## config.mk

```make
export PLATFORM = sky130hd
export DESIGN_NAME = exec_req_initiator
export DESIGN_NICKNAME = d
export VERILOG_FILES = /design/src/rtl/exec_req_initiator.sv
export SDC_FILE = /design/constraint.sdc
export NUM_CORES = 1
export LEC_CHECK = 0
export ABC_CLOCK_PERIOD_IN_PS = 9500
export CORE_UTILIZATION = 35
export DETAILED_ROUTE_END_ITERATION = 6
export HOLD_SLACK_MARGIN = 0.05
export PLACE_DENSITY_LB_ADDON = 0.05
export SLEW_MARGIN = 0
export SYNTH_ARGS = -nofsm -noshare
export SYNTH_HDL_FRONTEND = slang
export SYNTH_SLANG_ARGS = --single-unit
```

## constraint.sdc

```tcl
create_clock -name clk -period 9.5 [get_ports clk]
set_input_delay 2.85 -clock clk [delete_from_list [all_inputs] [get_ports clk]]
set_output_delay 2.85 -clock clk [all_outputs]
set_load 0.02 [all_outputs]
```

## src/rtl/exec_req_initiator.sv

```systemverilog
// Initiator side of the execution-unit request/response protocol: tags host
// commands with 3-bit IDs, issues them, and retires out-of-order responses in issue order.
package exec_req_pkg;
  localparam int DATA_W = 32;

  typedef struct packed {
    logic              req;
    logic              req_type;
    logic [2:0]        req_id;
    logic [DATA_W-1:0] req_data1;
    logic [DATA_W-1:0] req_data2;
  } req_pkt_type;

  typedef struct packed {
    logic        rsp;
    logic [2:0]  rsp_id;
    logic [63:0] rsp_data;
  } rsp_pkt_type;
endpackage

module exec_req_initiator
  import exec_req_pkg::*;
#(
  parameter int NUM_IDS = 8,
  parameter int TIMEOUT = 256
) (
  input  logic              clk,
  input  logic              rst_b,
  input  logic              cmd_valid,
  output logic              cmd_ready,
  input  logic              cmd_type,
  input  logic [DATA_W-1:0] cmd_data1,
  input  logic [DATA_W-1:0] cmd_data2,
  input  logic              fifo_full,
  output req_pkt_type       output_req,
  input  rsp_pkt_type       input_rsp,
  output logic              res_valid,
  input  logic              res_ready,
  output logic [2:0]        res_id,
  output logic [63:0]       res_data,
  output logic [3:0]        outstanding,
  output logic              proto_err,
  output logic              timeout_err
);

  localparam logic [3:0]    MAX_CNT = 4'(NUM_IDS);
  localparam int            TW      = $clog2(TIMEOUT + 1);
  localparam logic [TW-1:0] TMO_MAX = TW'(TIMEOUT);

  logic [2:0]         iss_ptr_r;
  logic [2:0]         ret_ptr_r;
  logic [3:0]         count_r;
  logic [3:0]         count_nxt_s;
  logic [NUM_IDS-1:0] inflight_r;
  logic [NUM_IDS-1:0] done_r;
  logic [63:0]        data_r [NUM_IDS];
  logic [TW-1:0]      tmo_cnt_r;
  logic [TW-1:0]      tmo_nxt_s;
  logic               proto_err_r;
  logic               timeout_err_r;
  logic               issue_s;
  logic               retire_s;
  logic               res_valid_s;
  logic               rsp_slot_open_s;
  logic               rsp_ok_s;
  logic               rsp_bad_s;

  assign cmd_ready       = rst_b && !fifo_full && (count_r < MAX_CNT);
  assign issue_s         = cmd_valid && cmd_ready;
  assign res_valid_s     = done_r[ret_ptr_r] && (count_r != 4'd0);
  assign retire_s        = res_valid_s && res_ready;
  // A response to the ID retiring this cycle still sees done set, so it is rejected
  assign rsp_slot_open_s = inflight_r[input_rsp.rsp_id] && !done_r[input_rsp.rsp_id];
  assign rsp_ok_s        = input_rsp.rsp && rsp_slot_open_s;
  assign rsp_bad_s       = input_rsp.rsp && !rsp_slot_open_s;

  assign res_valid   = res_valid_s;
  assign res_id      = ret_ptr_r;
  assign res_data    = data_r[ret_ptr_r];
  assign outstanding = count_r;
  assign proto_err   = proto_err_r;
  assign timeout_err = timeout_err_r;

  // Zero-latency request packet, all fields quiet when nothing is issued
  always_comb begin
    output_req = '0;
    if (issue_s) begin
      output_req.req       = 1'b1;
      output_req.req_type  = cmd_type;
      output_req.req_id    = iss_ptr_r;
      output_req.req_data1 = cmd_data1;
      output_req.req_data2 = cmd_data2;
    end else begin
      output_req = '0;
    end
  end

  // Outstanding count update from issue/retire pair
  always_comb begin
    count_nxt_s = count_r;
    case ({issue_s, retire_s})
      2'b10:   count_nxt_s = count_r + 4'd1;
      2'b01:   count_nxt_s = count_r - 4'd1;
      default: count_nxt_s = count_r;
    endcase
  end

  // Oldest-request wait counter, saturating at TIMEOUT
  always_comb begin
    tmo_nxt_s = tmo_cnt_r;
    if ((count_r == 4'd0) || retire_s || done_r[ret_ptr_r]) begin
      tmo_nxt_s = '0;
    end else if (tmo_cnt_r == TMO_MAX) begin
      tmo_nxt_s = tmo_cnt_r;
    end else begin
      tmo_nxt_s = tmo_cnt_r + TW'(1);
    end
  end

  // Bookkeeping state; issue, capture and retire never target the same ID in one cycle
  always_ff @(posedge clk) begin
    if (!rst_b) begin
      iss_ptr_r     <= 3'd0;
      ret_ptr_r     <= 3'd0;
      count_r       <= 4'd0;
      inflight_r    <= '0;
      done_r        <= '0;
      tmo_cnt_r     <= '0;
      proto_err_r   <= 1'b0;
      timeout_err_r <= 1'b0;
      for (int i = 0; i < NUM_IDS; i++) begin
        data_r[i] <= 64'd0;
      end
    end else begin
      if (issue_s) begin
        inflight_r[iss_ptr_r] <= 1'b1;
        done_r[iss_ptr_r]     <= 1'b0;
        iss_ptr_r             <= iss_ptr_r + 3'd1;
      end
      if (rsp_ok_s) begin
        done_r[input_rsp.rsp_id] <= 1'b1;
        data_r[input_rsp.rsp_id] <= input_rsp.rsp_data;
      end
      if (retire_s) begin
        inflight_r[ret_ptr_r] <= 1'b0;
        done_r[ret_ptr_r]     <= 1'b0;
        ret_ptr_r             <= ret_ptr_r + 3'd1;
      end
      count_r       <= count_nxt_s;
      tmo_cnt_r     <= tmo_nxt_s;
      proto_err_r   <= proto_err_r | rsp_bad_s;
      timeout_err_r <= timeout_err_r | (tmo_cnt_r == TMO_MAX);
    end
  end

endmodule

```

==> flow_results.org <==
** Status
- Run status :: complete, no violations

** Timing
- Relative slew slack :: 0.263
- Setup violations remaining at the end of the flow were counted as 0.
- Final slew viol count :: 0
- Between clock sinks in the finished design, the worst skew comes to 0.0144 ns.
- The count of final hold-check violations was 0.
- Hold timing on the final database bottoms out at a slack of 0.444 ns.
- At the pin with the least slew margin, the transition time is 1.11 ns.
- The smallest clock period supported by the final layout is computed as 8.10 ns.
- RSZ-0062 raised after global routing :: no
- Summed over all failing endpoints, the final setup total negative slack is 0 ns.
- Fmax achieved :: 0.123 GHz
- Final clock period utilization by the worst path :: 0.853

** Synth
- Synthesized-area fraction occupied by ao, oa, aoi and oai cells :: 0.0153
- Synthesized netlist cell count :: 1768
- Post-synth design cell area :: between 20000 and 25000 µm²
- The number of nets in the synthesized netlist is roughly 1900.
- Main combinational cell family by area after synthesis :: multiplexers
- Count of warnings emitted by yosys :: 0
- The share of the Yosys chip area taken by registers is 0.659.
- Share of synthesized cell area in and, or, nand and nor gates :: 0.144
- Fraction of synthesized area in multiplexers :: 0.150
- Of the total synthesized cell area, the portion taken by XOR and XNOR cells is 0.00428.
- Number of register bits inferred by synthesis :: 552
- Synth cell types :: 51
- Asr flop ratio synth :: 0
- Main flop type after synthesis :: edfxtp_1
- Of the total synthesized cell area, the portion taken by full adders, half adders and majority gates is 0.00357.
- Number of synthesized flops with an enable pin :: 512
- Average footprint of a synthesized cell :: 13.9 µm²

** Power
- Pwr/cell area :: around 180 nW/µm²
- Of the total power, the share spent switching nets is 0.213.
- For this design the total switching power over the nets is between 1000 and 1500 µW.
- Leakage component of the power :: roughly 0.01 µW
- The share of total power dissipated in the clock network is 0.431.
- Total power of the final layout :: 5370 µW
- Combinational group share of total power :: 0.057
- IR Drop Worst-Case VDD :: 0.156 mV
- Cell internal power was estimated by the tool at 4220 µW.
- Of the total power, registers draw 0.511.

** Floorplanning
- The floorplan has 96 rows.
- The floorplan step set the die height to 267 µm.
- For this configuration, the core starts out at a cell density of 0.356.
- The floorplan step defined a core boundary enclosing 68900 µm².
- 282 I/O pins were placed.
- Die ar. :: about 70000 µm²
- Die Wd :: roughly 270 µm

** Global route
- Entering global routing, the biggest net connects 87 pins.
- In the global route stage, met3 resource usage came out at 0.0341.
- For this run, global-route usage on met1 was measured as 0.259.
- For met2 alone, demand over resource in global routing was 0.352.
- In this run the most used layer during global routing was met2.
- The via count of the first global-routing pass came to 16319.
- Congestion Overflow GR :: 0
- The initial antenna violation count came to 0.
- For this run, the total global-route usage over all layers was measured as 0.201.
- The first global-routing pass estimated between 100000 and 150000 µm of wire.

** Critical path
- For the worst setup path, the data arrival time is between 5 and 6 ns.
- Data required time of the worst path :: 6.65 ns
- STA classifies the critical path startpoint as a primary input.
- Peak fanout along the critical path :: between 60 and 70
- Launch point of the worst path :: rst_b
- Start of the worst register-to-register path :: done_r[2]$_SDFF_PN0_
- The critical path is of the primary input to output port type.
- The worst setup path is captured at an output port.

** CTS
- Clock Tree Buf Depth :: 3
- Hold-fix buffers, CTS :: 0
- Clock-pin slew was measured on the worst setup and hold paths at 0.06 ns.
- TritonCTS built the clock tree.
- Post-CTS repair timing setup buffer count :: 0
- The number of clock buffers added by TritonCTS is 60.
- The tree is rooted in a clkbuf_16.
- The clock drives 552 sinks.
- Post_cts resized :: 0
- Clock latency on the worst-skew pair, taken at its later pin, is 0.61 ns.
- The H-tree was split into 2 levels.

** Run
- Max-cap violations in this run came to 0.

** Route
- DR WL/cell :: 23.5 µm
- Ratio of routed vias to standard cells :: 5.05
- The routed layout has about 15000 vias.
- The count of nets left with antenna violations once routing finished came out at 0.
- Detailed-routing iteration count for the pre-antenna-repair pass :: 5
- DRT Wirelength :: 70600 µm
- After detailed routing, the number of remaining DRC violations is 0.
- Violation count after the first detailed-routing iteration :: roughly 950

** Place
- Summed over all nets, the half-perimeter wirelength after detailed placement is 39600 µm.
- During placement, the flow inserted port buffers numbering between 200 and 300.
- Weighted congestion reported at the end of routability-driven placement :: 0.811

** Final layout
- The library cell used most frequently in the layout, excluding fill and tap cells, is edfxtp_1.
- Filler cells :: 6345
- For this run, the share of the core covered by cells in the final layout is 0.440.
- Count of inserted antenna diode cells :: 0
- Post-layout nets :: 2167
- Of the cells placed in the final design, the portion with a size suffix greater than 1 is 0.159.
- Relative to the synthesized area, the layout overhead comes to 23.8%.
- Commonest non-fill, non-tap cells in the layout :: edfxtp_1, nor2_1, clkdlybuf4s50_1, nand2_1, and2_1

** Worst hold path
- Hold Startpoint :: inflight_r[4]$_SDFF_PN0_
- Worst hold path type :: flip-flop to flip-flop
-- worst max-delay path, cell delays in order --
cell and delay (ns):
clkdlybuf4s50_1 0.49, nor4bb_4 0.80, buf_12 0.29, and2_1 0.17
clkdlybuf4s50_1 0.61
-- per-layer routing --
layer  wire [µm]  vias up
met5           0        -
met4        1280        0
met3        3370       72
met2       35500      400
met1       30500     7789
li1            -     6905
-- state kept, by name, indices dropped and copies added, names as in the netlist, named ones only --
signal,count
tmo_cnt_r,9
iss_ptr_r,3
outstanding,4
done_r,8
inflight_r,8
proto_err,1
res_id,3
data_r,512
timeout_err,1
-- power by group through the flow --
stage	Sequential (µW)	Clock [µW]	Combinational, µW
2_1_floorplan	2810	0	131
3_3_place_gp	2790	0	317
3_5_place_dp	2800	0	315
4_1_cts	2750	2370	316
5_1_grt	2750	2460	329
6_report	2740	2310	308
-- path summary, 6_finish.rpt --
check / end / depth (start not counted) / slack (ns)
max: output_req[14] / 5 / 1.40
min: inflight_r[4]$_SDFF_PN0_ / 2 / 0.44
max reg2reg: data_r[3][50]$_SDFFCE_PN0P_ / 5 / 6.36
min reg2reg: inflight_r[4]$_SDFF_PN0_ / 2 / 0.44
-- per-stage QoR --
stage | cells | setup slack [ns] | instance area [µm²]
finish | 3003 | 1.40 | 30400
CTS | 3003 | 1.38 | 30400
floorplan | 1768 | 0.762 | 24500
global route | 3003 | 1.22 | 30400
detailed placement | 2891 | 1.39 | 28400
global placement | 2891 | 1.46 | 28400
-- cell usage after synthesis, types with 2 or more instances --
library cell | n | share of area
nand4_1 | 4 | 0.0010
a211oi_1 | 2 | 0.00061
o22a_1 | 3 | 0.0011
ha_1 | 7 | 0.0036
a21oi_1 | 15 | 0.0031
nand3b_1 | 2 | 0.00061
nor2_1 | 476 | 0.073
inv_1 | 15 | 0.0023
a2bb2oi_1 | 4 | 0.0014
o21ai_1 | 2 | 0.00041
a31oi_1 | 2 | 0.00051
nor3b_1 | 4 | 0.0012
nor4bb_1 | 2 | 0.00082
or4_1 | 2 | 0.00061
mux2_2 | 66 | 0.030
xnor2_1 | 2 | 0.00071
clkbuf_1 | 70 | 0.011
nor4b_1 | 3 | 0.0011
mux2i_1 | 6 | 0.0024
and2_1 | 133 | 0.034
nor2b_1 | 4 | 0.0010
dfxtp_1 | 40 | 0.033
nand3_1 | 13 | 0.0027
edfxtp_1 | 512 | 0.63
and3b_1 | 3 | 0.0011
and3_1 | 5 | 0.0013
nand2b_1 | 5 | 0.0013
nand2_1 | 140 | 0.021
o41ai_1 | 4 | 0.0014
mux4_2 | 128 | 0.12
o21ai_0 | 15 | 0.0031
buf_1 | 11 | 0.0017
xor2_1 | 10 | 0.0036
a21o_1 | 2 | 0.00061
buf_2 | 40 | 0.0082
-- layout make-up --
class                           instances  area [µm²]  area share
Clock buffer                           80        1610      0.0529
Clock inverter                         32         319      0.0105
Inverter                               15        56.3     0.00185
Multi-Input combinational cell       1078        7920       0.261
Sequential cell                       552       16200       0.533
Tap cell                              931        1160      0.0384
Timing Repair Buffer                  315        3120       0.103
-- logic make-up after synthesis --
logic type / after synthesis
mux: 200
xor+xnor: 12
flops: 552
buf+inv: 138
fa+ha+maj: 7
simple gates: 803
compound gates: 56
No activity file was read; power rests on OpenSTA's default activity.
